==> src/rtl/schur_eig_extract.sv <==
// Eigenvalue extraction from an NxN real Schur-form matrix: walks the diagonal,
// resolves 1x1 and 2x2 blocks, and streams eigenvalues over valid/ready.
module schur_eig_extract #(
  parameter int N    = 4,
  parameter int W    = 16,
  parameter int FRAC = 8,
  parameter int TOL  = 0
) (
  input  logic                   clk,
  input  logic                   rst,
  input  logic                   start,
  input  logic [N*N*W-1:0]       a_mat,
  output logic                   busy,
  output logic                   done,
  output logic                   eig_valid,
  input  logic                   eig_ready,
  output logic [W-1:0]           eig_re,
  output logic [W-1:0]           eig_im,
  output logic [$clog2(N)-1:0]   eig_idx,
  output logic                   eig_cplx,
  output logic                   malformed
);

  localparam int IW = $clog2(N);
  localparam int KW = $clog2(N + 2);
  localparam int DW = 2 * W + 2;
  localparam int RW = W + 4;
  localparam int CW = $clog2(W + 1);
  localparam logic [KW-1:0] K_LAST = KW'(N - 1);
  localparam logic [KW-1:0] K_END  = KW'(N);
  localparam logic [W:0]    TOL_V  = (W + 1)'(TOL);
  localparam logic [W-1:0]  S_MAX  = {1'b0, {(W - 1){1'b1}}};
  localparam logic [W-1:0]  S_MIN  = {1'b1, {(W - 1){1'b0}}};

  if (N < 2 || FRAC < 0 || FRAC >= W) begin : g_param_check
    $error("schur_eig_extract: need N >= 2 and 0 <= FRAC < W");
  end

  typedef enum logic [2:0] {IDLE, SCAN, CALC, SQRT, EMIT1, EMIT2, FIN} state_t;
  state_t state_reg, state_next;

  logic [N*N*W-1:0]      a_reg;
  logic signed [W-1:0]   a_arr [N][N];
  logic [KW-1:0]         k_reg;
  logic [IW-1:0]         idx_reg;
  logic                  pair_reg, neg_reg, malformed_reg;
  logic signed [W-1:0]   blk_a_reg, blk_b_reg, blk_c_reg, blk_d_reg;
  logic signed [W:0]     m_reg;
  logic [DW-1:0]         rad_reg;
  logic [RW-1:0]         rem_reg;
  logic [W:0]            root_reg;
  logic [CW-1:0]         cnt_reg;
  logic [W-1:0]          eig_re_reg, eig_im_reg, re2_reg, im2_reg;
  logic [IW-1:0]         eig_idx_reg;
  logic                  eig_cplx_reg;

  genvar gi;
  for (gi = 0; gi < N * N; gi++) begin : g_unpack
    assign a_arr[gi / N][gi % N] = a_reg[gi * W +: W];
  end

  function automatic logic [W:0] mag(input logic signed [W-1:0] x);
    logic signed [W:0] xe;
    xe = {x[W-1], x};
    return xe[W] ? -xe : xe;
  endfunction

  function automatic logic [W-1:0] sat(input logic [W+1:0] x);
    if (x[W+1:W-1] == 3'b000 || x[W+1:W-1] == 3'b111) return x[W-1:0];
    else if (x[W+1]) return S_MIN;
    else return S_MAX;
  endfunction

  // Elements around the current diagonal position; indices clamp at the last row.
  logic signed [W-1:0] akk, akk1, ak1k, ak1k1, ak2k1;
  always_comb begin
    akk = '0; akk1 = '0; ak1k = '0; ak1k1 = '0; ak2k1 = '0;
    for (int i = 0; i < N; i++) begin
      if (k_reg == KW'(i)) begin
        akk   = a_arr[i][i];
        akk1  = a_arr[i][(i + 1 < N) ? i + 1 : i];
        ak1k  = a_arr[(i + 1 < N) ? i + 1 : i][i];
        ak1k1 = a_arr[(i + 1 < N) ? i + 1 : i][(i + 1 < N) ? i + 1 : i];
        ak2k1 = a_arr[(i + 2 < N) ? i + 2 : i][(i + 1 < N) ? i + 1 : i];
      end
    end
  end

  logic single, mal_hit, xfer, more, sqrt_last;
  assign single    = (k_reg == K_LAST) || (mag(ak1k) <= TOL_V);
  assign mal_hit   = !single && (k_reg + KW'(2) <= K_LAST) && (mag(ak2k1) > TOL_V);
  assign xfer      = eig_valid && eig_ready;
  assign more      = k_reg < K_END;
  assign sqrt_last = cnt_reg == CW'(W);

  // Mean/half-difference and discriminant at 2*FRAC fractional bits.
  logic signed [W:0]    sum_ad, dif_ad, m_calc, p_calc;
  logic signed [DW-1:0] p_ext, b_ext, c_ext, disc;
  logic [DW-1:0]        rad_calc;
  always_comb begin
    sum_ad   = {blk_a_reg[W-1], blk_a_reg} + {blk_d_reg[W-1], blk_d_reg};
    dif_ad   = {blk_a_reg[W-1], blk_a_reg} - {blk_d_reg[W-1], blk_d_reg};
    m_calc   = sum_ad >>> 1;
    p_calc   = dif_ad >>> 1;
    p_ext    = DW'(p_calc);
    b_ext    = DW'(blk_b_reg);
    c_ext    = DW'(blk_c_reg);
    disc     = p_ext * p_ext + b_ext * c_ext;
    rad_calc = disc[DW-1] ? -disc : disc;
  end

  // One restoring square-root step: two radicand bits in, one root bit out.
  logic [RW-1:0]       rem_sh, trial, rem_nxt;
  logic                root_bit;
  logic [W:0]          root_nxt;
  logic [W-1:0]        s_sat;
  logic [W+1:0]        s_ext, hi_sum, lo_sum;
  always_comb begin
    rem_sh   = (rem_reg << 2) | RW'(rad_reg[DW-1 -: 2]);
    trial    = RW'({root_reg, 2'b01});
    root_bit = rem_sh >= trial;
    rem_nxt  = root_bit ? rem_sh - trial : rem_sh;
    root_nxt = (root_reg << 1) | (W + 1)'(root_bit);
    s_sat    = (root_nxt[W:W-1] != 2'b00) ? S_MAX : root_nxt[W-1:0];
    s_ext    = {2'b00, s_sat};
    hi_sum   = {m_reg[W], m_reg} + s_ext;
    lo_sum   = {m_reg[W], m_reg} - s_ext;
  end

  always_ff @(posedge clk) begin
    if (rst) state_reg <= IDLE;
    else     state_reg <= state_next;
  end

  always_comb begin
    state_next = state_reg;
    case (state_reg)
      IDLE:    if (start) state_next = SCAN;
      SCAN:    state_next = single ? EMIT1 : CALC;
      CALC:    state_next = SQRT;
      SQRT:    if (sqrt_last) state_next = EMIT1;
      EMIT1:   if (xfer) state_next = pair_reg ? EMIT2 : (more ? SCAN : FIN);
      EMIT2:   if (xfer) state_next = more ? SCAN : FIN;
      FIN:     state_next = IDLE;
      default: state_next = IDLE;
    endcase
  end

  always_ff @(posedge clk) begin
    if (rst) begin
      a_reg <= '0; k_reg <= '0; idx_reg <= '0; pair_reg <= 1'b0; neg_reg <= 1'b0;
      malformed_reg <= 1'b0; blk_a_reg <= '0; blk_b_reg <= '0; blk_c_reg <= '0;
      blk_d_reg <= '0; m_reg <= '0; rad_reg <= '0; rem_reg <= '0; root_reg <= '0;
      cnt_reg <= '0; eig_re_reg <= '0; eig_im_reg <= '0; re2_reg <= '0; im2_reg <= '0;
      eig_idx_reg <= '0; eig_cplx_reg <= 1'b0;
    end else begin
      case (state_reg)
        IDLE: if (start) begin
          a_reg <= a_mat; k_reg <= '0; malformed_reg <= 1'b0;
        end
        SCAN: if (single) begin
          eig_re_reg <= akk; eig_im_reg <= '0; eig_cplx_reg <= 1'b0;
          eig_idx_reg <= k_reg[IW-1:0]; pair_reg <= 1'b0; k_reg <= k_reg + KW'(1);
        end else begin
          blk_a_reg <= akk; blk_b_reg <= akk1; blk_c_reg <= ak1k; blk_d_reg <= ak1k1;
          idx_reg <= k_reg[IW-1:0]; pair_reg <= 1'b1; k_reg <= k_reg + KW'(2);
          if (mal_hit) malformed_reg <= 1'b1;
        end
        CALC: begin
          m_reg <= m_calc; neg_reg <= disc[DW-1]; rad_reg <= rad_calc;
          rem_reg <= '0; root_reg <= '0; cnt_reg <= '0;
        end
        SQRT: begin
          rad_reg <= rad_reg << 2; rem_reg <= rem_nxt; root_reg <= root_nxt;
          cnt_reg <= cnt_reg + CW'(1);
          if (sqrt_last) begin
            eig_idx_reg <= idx_reg; eig_cplx_reg <= neg_reg;
            if (neg_reg) begin
              eig_re_reg <= m_reg[W-1:0]; eig_im_reg <= s_sat;
              re2_reg <= m_reg[W-1:0]; im2_reg <= -s_sat;
            end else begin
              eig_re_reg <= sat(hi_sum); eig_im_reg <= '0;
              re2_reg <= sat(lo_sum); im2_reg <= '0;
            end
          end
        end
        EMIT1: if (xfer && pair_reg) begin
          eig_re_reg <= re2_reg; eig_im_reg <= im2_reg; eig_idx_reg <= idx_reg + IW'(1);
        end
        default: ;
      endcase
    end
  end

  assign busy      = state_reg != IDLE;
  assign done      = state_reg == FIN;
  assign eig_valid = (state_reg == EMIT1) || (state_reg == EMIT2);
  assign eig_re    = eig_re_reg;
  assign eig_im    = eig_im_reg;
  assign eig_idx   = eig_idx_reg;
  assign eig_cplx  = eig_cplx_reg;
  assign malformed = malformed_reg;

endmodule

==> config.mk <==
export PLATFORM = sky130hd
export DESIGN_NAME = schur_eig_extract
export DESIGN_NICKNAME = d
export VERILOG_FILES = /design/src/rtl/schur_eig_extract.sv
export SDC_FILE = /design/constraint.sdc
export NUM_CORES = 2
export LEC_CHECK = 0
export BUFFER_PORTS_ARGS = -buffer_cell sky130_fd_sc_hd__buf_4
export CORE_UTILIZATION = 40
export DETAILED_ROUTE_END_ITERATION = 7
export PLACE_DENSITY = 0.66
export SETUP_SLACK_MARGIN = 0.4
export SLEW_MARGIN = 20
export SYNTH_ARGS = -nofsm -noshare
export SYNTH_HDL_FRONTEND = slang
export SYNTH_SLANG_ARGS = --single-unit
==> constraint.sdc <==
create_clock -name clk -period 13.17 [get_ports clk]
set_input_delay 0.6585 -clock clk [delete_from_list [all_inputs] [get_ports clk]]
set_output_delay 0.6585 -clock clk [all_outputs]
set_load 0.005 [all_outputs]
==> impl_metrics.yaml <==
clocking:
  clk_path_buf_depth: 3
  cts_max_level: 2
  ctsHoldBuffers: 0
  cts.repair.resized: 0
  cts_inserted_buffers: 45
  cts_root_buf: "clkbuf_16"
  cts_tree: "yes"
  clock_latency_ps: 600
  clk_pin_slew_worst_paths_ps: 60
  cts_sinks: 392
  postCtsSetupBuffers: 0
floorplanning:
  ios: 299
  die-area_sq_mm: 0.1038
  placeableCoreArea_sq_mm: 0.1017
  rows: 117
  die_h_um: 322.2
  die_x_um: 322.2
  start_util: 0.4031
critical_path:
  required_ps: 13600
  path_depth: 36
  slowest_stage: "fa_1"
  reg2reg_from: "blk_a_reg[1]$_SDFFE_PP0P_"
  reg2reg_slack_ps: 1950
  crit_family: "adder cells"
  path_common_cell: "fa_1"
  crit_path_start_kind: "register"
  critPathArrivalTime_ps: 11650
  rr_worst_depth: 36
  cp_num_buf_inv: 8
  rr_endpoint: "rad_reg[31]$_SDFFE_PP0P_"
  path_class: "register to register"
  cpPeakStageDelay_ps: 600
  end_kind: "register"
  critPathMaxFanout: 14
cells_and_area:
  ff_latch_area_sq_mm: 0.007848
  layout_common_cells: "760 x inv_1, 702 x nand2_1, 556 x fa_1, 392 x dfxtp_1, 372 x nor2_1"
  largest_register_ffs: 160
  multi_input_area_sq_mm: 0.02929
  drive_above_1_share: 0.08060
  utilization: 0.4446
  area_delta_synth_final_pct: 10.31
  nets: 6005
  final_common_cell: "inv_1"
  nFillCells: 10080
timing:
  tightestPinTransition_ps: 1096
  slew_headroom: 0.2676
  fin_crit_ps: 11220
  hold_viol: 0
  rsz0062_at_grt: "no"
  slew_violations: 0
  fmax_mhz: 89.10
  finalSetupTns_ps: 0
  setup_viol: 0
  skew_ps: 35.95
  finalCritPeriodShare: 0.8522
grt:
  grt_start_max_net_pins: 183
  track_usage: 0.2267
  grt_pass1_wl_mm: 187.0
  grt_antenna_before_repair: 1
  grt_overflow: 0
  first_global_vias: 34020
drt:
  drc: 0
  post_drt_wl_per_cell_um: 18.12
  final_antenna_net_count: 0
  vias_per_cell: 5.321
  first_pass_iters: 7
  drt_iter0_drc: 2751
  vias: 33760
  routed_wl_mm: 114.9
logic_synthesis:
  synth_edf_count: 0
  syn_area_per_cell_sq_um: 8.334
  async_flop_share: 0
  syn_area_sq_mm: 0.04101
  synth_ff_type: "dfxtp_1"
  synth_cells: 4921
  synth_cell_types: 102
  ys.warnings.count: 0
  ys_ff_latch: 392
  seq_area_frac_synth: 0.1914
placed_design:
  portBuffers: 202
  routabilityCongestion: 0.9266
  hpwl_mm: 90.74
flow_run:
  cap_violations: 0
min_path:
  hold_start: "a_mat[92]"
  min_path_type: "input pin to register"
  min_path_cells: 3
  holdPathEnd: "a_reg[92]$_SDFFE_PP0P_"
status:
  status: "complete, no violations"
## cell usage after synthesis (all sizes together) (27+ instances only)
cell / count / share of area
dfxtp: 392 / 0.19
o22ai: 32 / 0.0049
nand3: 32 / 0.0043
ha: 246 / 0.075
a211oi: 87 / 0.016
nor2b: 27 / 0.0041
a311oi: 28 / 0.0060
a22oi: 92 / 0.017
nor2: 377 / 0.035
clkbuf: 241 / 0.022
o211ai: 31 / 0.0058
o21ai: 108 / 0.013
o21bai: 28 / 0.0051
a21oi: 347 / 0.043
a31oi: 34 / 0.0057
xor2: 41 / 0.0089
buf: 39 / 0.0048
nor3: 58 / 0.0074
inv: 761 / 0.070
fa: 556 / 0.27
nand2: 704 / 0.064
xnor2: 119 / 0.026
a221oi: 40 / 0.0085
nand2b: 55 / 0.0084
and2: 132 / 0.020
## kinds of logic (layout without fill, tap and decap cells)
kind of cell | after synthesis | after routing | share of synthesized area
and+or+nand+nor | 1494 | 1494 | 0.1635
buffers and inverters | 1045 | 1097 | 0.09684
adders and majority gates | 802 | 802 | 0.3465
xor gates and xnor gates | 160 | 160 | 0.03454
AOI/OAI and AO/OA | 1012 | 1012 | 0.1637
DFF | 392 | 392 | 0.1914
other | 2 | 5 | 0.0001831
muxes | 14 | 14 | 0.003447
## layout make-up
cell class	instances	share of cell area
Sequential cell	392	0.1735
Tap cell	1368	0.03784
Multi-Input combinational cell	3486	0.6475
Clock inverter	19	0.007247
Inverter	765	0.06348
Clock buffer	60	0.02794
Antenna cell	1	0.00005532
Timing Repair Buffer	253	0.04243
## how the worst max path moves through the flow
stage                                    from                  endpoint
finish              blk_a_reg[1]$_SDFFE_PP0P_  rad_reg[31]$_SDFFE_PP0P_
global route        blk_a_reg[1]$_SDFFE_PP0P_  rad_reg[31]$_SDFFE_PP0P_
CTS                 blk_a_reg[1]$_SDFFE_PP0P_  rad_reg[32]$_SDFFE_PP0P_
detailed placement  blk_a_reg[1]$_SDFFE_PP0P_  rad_reg[32]$_SDFFE_PP0P_
global placement    blk_a_reg[1]$_SDFFE_PP0P_  rad_reg[32]$_SDFFE_PP0P_
floorplan           blk_d_reg[2]$_SDFFE_PP0P_  rad_reg[32]$_SDFFE_PP0P_
## tightest hold or removal path: stages
cell     delay [ps]
buf_4           110
nand2_1          40
a21oi_1          50
## layer usage
metal  share of wire  routed length (um)  track usage  vias to the layer above
met5               0                   0            0                        -
met4           0.031                3612      0.07090                        0
met3           0.064                7303      0.03127                      185
met2            0.47               53640       0.3681                     1063
met1            0.44               50380       0.3119                    16530
li1                -                   -            -                    15980
## per-stage QoR
stage               instances  cell area, sq um  hold slack [ps]  setup WS, ps
finish                   6344             45240            309.0          1947
CTS                      6343             45230            284.3          2024
global route             6343             45230            304.7          1179
global placement         6264             43640            436.4          2194
floorplan                4923             41020            425.5          3292
detailed placement       6264             43640            442.1          2065
Power is left out: the tool's default activity adds up to more than one toggle a clock period on the data nets, which glitch-free logic cannot reach.
